===== config.mk =====
export PLATFORM = sky130hd
export DESIGN_NAME = vend_seq_ctrl
export DESIGN_NICKNAME = d
export VERILOG_FILES = /design/src/rtl/vend_seq_ctrl.sv
export SDC_FILE = /design/constraint.sdc
export NUM_CORES = 1
export LEC_CHECK = 0
export CAP_MARGIN = 20
export CORE_ASPECT_RATIO = 0.7
export CORE_UTILIZATION = 50
export DETAILED_ROUTE_END_ITERATION = 16
export PLACE_DENSITY = 0.72
export SYNTH_ARGS = -nofsm -noshare
export SYNTH_HDL_FRONTEND = slang
export SYNTH_SLANG_ARGS = --single-unit

===== constraint.sdc =====
create_clock -name Clk -period 2.98 [get_ports Clk]
set_input_delay 0.298 -clock Clk [delete_from_list [all_inputs] [get_ports Clk]]
set_output_delay 0.298 -clock Clk [all_outputs]
set_load 0.005 [all_outputs]

===== src/rtl/vend_seq_ctrl.sv =====
// Vending transaction sequencer: item select, coin collection, vend, then change or refund.
// All outputs are registered; one vend pulse and at most one payout pulse per transaction.
module vend_seq_ctrl #(
    parameter int CW      = 4,
    parameter int PRICE0  = 4,
    parameter int PRICE1  = 5,
    parameter int PRICE2  = 6,
    parameter int PRICE3  = 7,
    parameter int TIMEOUT = 200
) (
    input  logic          Clk,
    input  logic          Reset_n,
    input  logic [1:0]    Coin,
    input  logic [1:0]    Sel,
    input  logic          Sel_vld,
    input  logic          Cancel,
    output logic [CW-1:0] Credit,
    output logic          Busy,
    output logic          Coin_rej,
    output logic          Vend,
    output logic [1:0]    Item,
    output logic [CW-1:0] Change,
    output logic          Change_vld
);

    typedef enum logic [2:0] {IDLE, COLLECT, VEND, CHANGE, REFUND} state_t;

    localparam logic [15:0] TIMER_LAST = 16'(TIMEOUT - 1);

    state_t        state;
    logic [CW-1:0] price;
    logic [15:0]   timer;
    logic [CW:0]   sum;
    logic          coin_hit;

    // Sum carries one extra bit so that an overflowing coin shows up as sum[CW].
    assign sum      = {1'b0, Credit} + {{(CW-1){1'b0}}, Coin};
    assign coin_hit = (Coin != 2'b00);

    function automatic logic [CW-1:0] price_of(input logic [1:0] idx);
        case (idx)
            2'd0:    price_of = CW'(PRICE0);
            2'd1:    price_of = CW'(PRICE1);
            2'd2:    price_of = CW'(PRICE2);
            default: price_of = CW'(PRICE3);
        endcase
    endfunction

    always_ff @(posedge Clk) begin
        if (!Reset_n) begin
            state      <= IDLE;
            Credit     <= '0;
            price      <= '0;
            timer      <= '0;
            Busy       <= 1'b0;
            Coin_rej   <= 1'b0;
            Vend       <= 1'b0;
            Item       <= 2'b00;
            Change     <= '0;
            Change_vld <= 1'b0;
        end else begin
            Vend       <= 1'b0;
            Change_vld <= 1'b0;
            Coin_rej   <= 1'b0;
            case (state)
                IDLE: begin
                    Credit   <= '0;
                    Coin_rej <= coin_hit;
                    if (Sel_vld) begin
                        Item  <= Sel;
                        price <= price_of(Sel);
                        timer <= '0;
                        Busy  <= 1'b1;
                        state <= COLLECT;
                    end
                end
                COLLECT: begin
                    if (Cancel) begin
                        Coin_rej   <= coin_hit;
                        Change     <= Credit;
                        Change_vld <= (Credit != '0);
                        state      <= REFUND;
                    end else if (Credit >= price) begin
                        Coin_rej <= coin_hit;
                        Vend     <= 1'b1;
                        state    <= VEND;
                    end else if (coin_hit) begin
                        if (sum[CW]) begin
                            Coin_rej <= 1'b1;
                        end else begin
                            Credit <= sum[CW-1:0];
                            timer  <= '0;
                            if (sum[CW-1:0] >= price) begin
                                Vend  <= 1'b1;
                                state <= VEND;
                            end
                        end
                    end else if (timer == TIMER_LAST) begin
                        Change     <= Credit;
                        Change_vld <= (Credit != '0);
                        state      <= REFUND;
                    end else begin
                        timer <= timer + 16'd1;
                    end
                end
                VEND: begin
                    Coin_rej <= coin_hit;
                    if (Credit > price) begin
                        Change     <= Credit - price;
                        Change_vld <= 1'b1;
                        state      <= CHANGE;
                    end else begin
                        Credit <= '0;
                        Busy   <= 1'b0;
                        state  <= IDLE;
                    end
                end
                CHANGE, REFUND: begin
                    Coin_rej <= coin_hit;
                    Credit   <= '0;
                    Busy     <= 1'b0;
                    state    <= IDLE;
                end
                default: begin
                    Credit <= '0;
                    Busy   <= 1'b0;
                    state  <= IDLE;
                end
            endcase
        end
    end

endmodule

==> impl_metrics.env <==
export IMPL_syn2layout_area_growth_pct=17.7
export IMPL_routed_wl_um=4910
export IMPL_postCtsHoldBufs=0
export IMPL_powerDensity_nw_per_um2=458
export IMPL_grt_antenna_before_repair=0
export IMPL_relSlewSlack_pct=55.6
export IMPL_critPathMaxFanout=6
export IMPL_h_tree_depth=2
export IMPL_drv_cap=0
export IMPL_gp_congestion=0.883
export IMPL_synth_most_common_cell="dfxtp_1"
export IMPL_yosys_area_top_type_share_pct=35.0
export IMPL_drc_errors=0
export IMPL_synth_nets=268
export IMPL_wl_per_cell_um=15.1
export IMPL_min_period_ns=2.49
export IMPL_ys_types=53
export IMPL_arrival_ns=2.69
export IMPL_die_y_um=55.7
export IMPL_grt_usage_pct=24.8
export IMPL_fmax_mhz=402
export IMPL_path_class="flop to flop"
export IMPL_fin_setup_tns_ns=0
export IMPL_drive_gt1_share_pct=7.35
export IMPL_syn_area_um2=2060
export IMPL_ir_drop_mv=0.306
export IMPL_min_period_over_period_pct=83.5
export IMPL_fp_dieW_um=78.8
export IMPL_ys_warn_count=0
export IMPL_tightest_slew_ns=0.658
export IMPL_drt_initial_drc_count=181
export IMPL_io_buffers=21
export IMPL_maxSlewViolCount=0
export IMPL_synth_top_area_cell="dfxtp_1"
export IMPL_cts_path_max_buffers=2
export IMPL_whs_ns=0.460
export IMPL_drt_pass1_iterations=4
export IMPL_clock_sinks=36
export IMPL_n_antenna_cell=0
export IMPL_vias_per_cell=5.98
export IMPL_setup_violations=0
export IMPL_run_status="completed"
export IMPL_ant_nets=0
export IMPL_worst_clock_skew_ns=0.00443
export IMPL_io_pins=22
export IMPL_hp_class="flop to flop"
export IMPL_synth_ff_type="dfxtp_1"
export IMPL_dp_hpwl_um=3770
export IMPL_synthTopCellsByArea="dfxtp_1, a21oi_1, ha_1, nand2_1, o21ai_0"
export IMPL_critPathLaunchType="flop"
export IMPL_synth_edff_count=0
export IMPL_cts_repair_resized=0
export IMPL_synth_seq_area_share_pct=35.0
export IMPL_dr_total_vias=1938
export IMPL_finalHoldViolCount=0
export IMPL_synthArstFlopShare_pct=0
export IMPL_rsz0062_at_grt="false"
export IMPL_insertion_delay_ns=0.29
export IMPL_die_area_um2=4390
export IMPL_p_leak_nw=0.856
export IMPL_grt_pass1_wl_um=8420
export IMPL_grt_max_degree=18
export IMPL_ys_top_cells_by_count="dfxtp_1, a21oi_1, nand2_1"
export IMPL_avgSynthCellArea_um2=8.28
export IMPL_cts_tree="yes"
export IMPL_required_ns=3.19
export IMPL_fp_row_count=19
export IMPL_core_um2=3950
export IMPL_synth_seq_cells=36
export IMPL_start_util_pct=52.3
export IMPL_grt_pass1_vias=1664
export IMPL_cts_buffers=5
export IMPL_nets=290
export IMPL_cts_reportedPaths_clkPinSlew_ns=0.08
export IMPL_cts_root_buf="clkbuf_8"
export IMPL_critPathCaptureType="flop"
export IMPL_grt_overflow_total=0
export IMPL_syn_inst=249
export IMPL_post_cts_buffers=0
routing by layer:
| layer | vias to the layer above | routed length, um | track usage, % |
|---|---|---|---|
| li1 | 960 | - | - |
| met1 | 914 | 2640 | 41.1 |
| met2 | 62 | 1890 | 31.3 |
| met3 | 2 | 363 | 6.56 |
| met4 | 0 | 8 | 3.97 |
| met5 | - | 0 | 0 |
cell type report:
class | instances | area [um^2]
Timing Repair Buffer | 25 | 240
Tap cell | 52 | 65.1
Clock buffer | 5 | 68.8
Inverter | 15 | 56.3
Fill cell | 363 | 1520
Sequential cell | 36 | 721
Multi-Input combinational cell | 188 | 1230
Clock inverter | 3 | 42.5
per-stage QoR:
stage               cell area [um^2]  worst slack, ns  std cells  power (mW)  util [%]
floorplan                       2060            0.850        249       0.636         -
global placement                2320            0.423        316       0.689      58.7
detailed placement              2320            0.396        316       0.689      58.7
CTS                             2430            0.455        324        1.12      61.5
global route                    2430            0.300        324        1.17      61.5
finish                          2430            0.491        324        1.11      61.5
flip-flops by register name, summed over array words and instances, names as in the netlist:
signal / flops
timer: 16
Change: 4
Credit: 4
price: 3
state: 3
Item: 2
Busy: 1
Change_vld: 1
Coin_rej: 1
Vend: 1
layout by cell type, fill, tap and decap left out, types with 2 or more instances in the layout:
cell and count:
nor2_1 15, nand4_1 5, xnor2_1 3, or3_1 4
nor3b_1 2, nand2b_1 3, o21ai_0 12, o211ai_1 3
clkdlybuf4s50_1 21, o32ai_1 2, and3_1 2, o41ai_1 3
or4_1 4, nor4_1 2, ha_1 9, nor2b_1 3
mux2i_1 5, nand3b_1 3, nand3_1 9, o31ai_1 5
nand2_1 27, dfxtp_1 36, nor3_1 6, and4_1 3
a21oi_1 30, buf_4 4, and2_1 2, nor4b_1 3
inv_1 14, fa_1 2, clkbuf_8 5, or2_2 2
kinds of logic after synthesis:
family / count (synthesis) / share of synthesized area [%]
AO/OA/AOI/OAI: 68 / 20.9
XOR/XNOR: 4 / 1.70
adder cells (fa/ha/maj): 11 / 7.40
buffers and inverters: 25 / 5.22
flip-flops: 36 / 35.0
multiplexers: 5 / 2.43
AND/OR/NAND/NOR: 100 / 27.4
final timing paths:
check	start	end	slack (ns)	depth (start not counted)
setup reg to reg	Credit[0]$_SDFFE_PN0P_	Change[3]$_SDFFE_PN0P_	0.49	8
hold / removal	Change[0]$_SDFFE_PN0P_	Change[0]$_SDFFE_PN0P_	0.46	2
hold reg to reg	Change[0]$_SDFFE_PN0P_	Change[0]$_SDFFE_PN0P_	0.46	2
setup / recovery	Credit[0]$_SDFFE_PN0P_	Change[3]$_SDFFE_PN0P_	0.49	8
worst max-delay path: stages (launching register included):
cell and delay (ns):
dfxtp_1 0.44, inv_1 0.08, ha_1 0.23, fa_1 0.43, nand2b_1 0.21, nand4_1 0.15, o21ai_0 0.13, a21oi_1 0.47
mux2i_1 0.27
report_power, final:
| part | internal (mW) | leakage [nW] | switching, mW |
|---|---|---|---|
| Combinational | 0.0716 | 0.510 | 0.0984 |
| Sequential | 0.495 | 0.292 | 0.0161 |
| Clock | 0.248 | 0.0541 | 0.182 |
| Total | 0.815 | 0.856 | 0.296 |
Note: power is estimated with default switching activity, not from simulation.
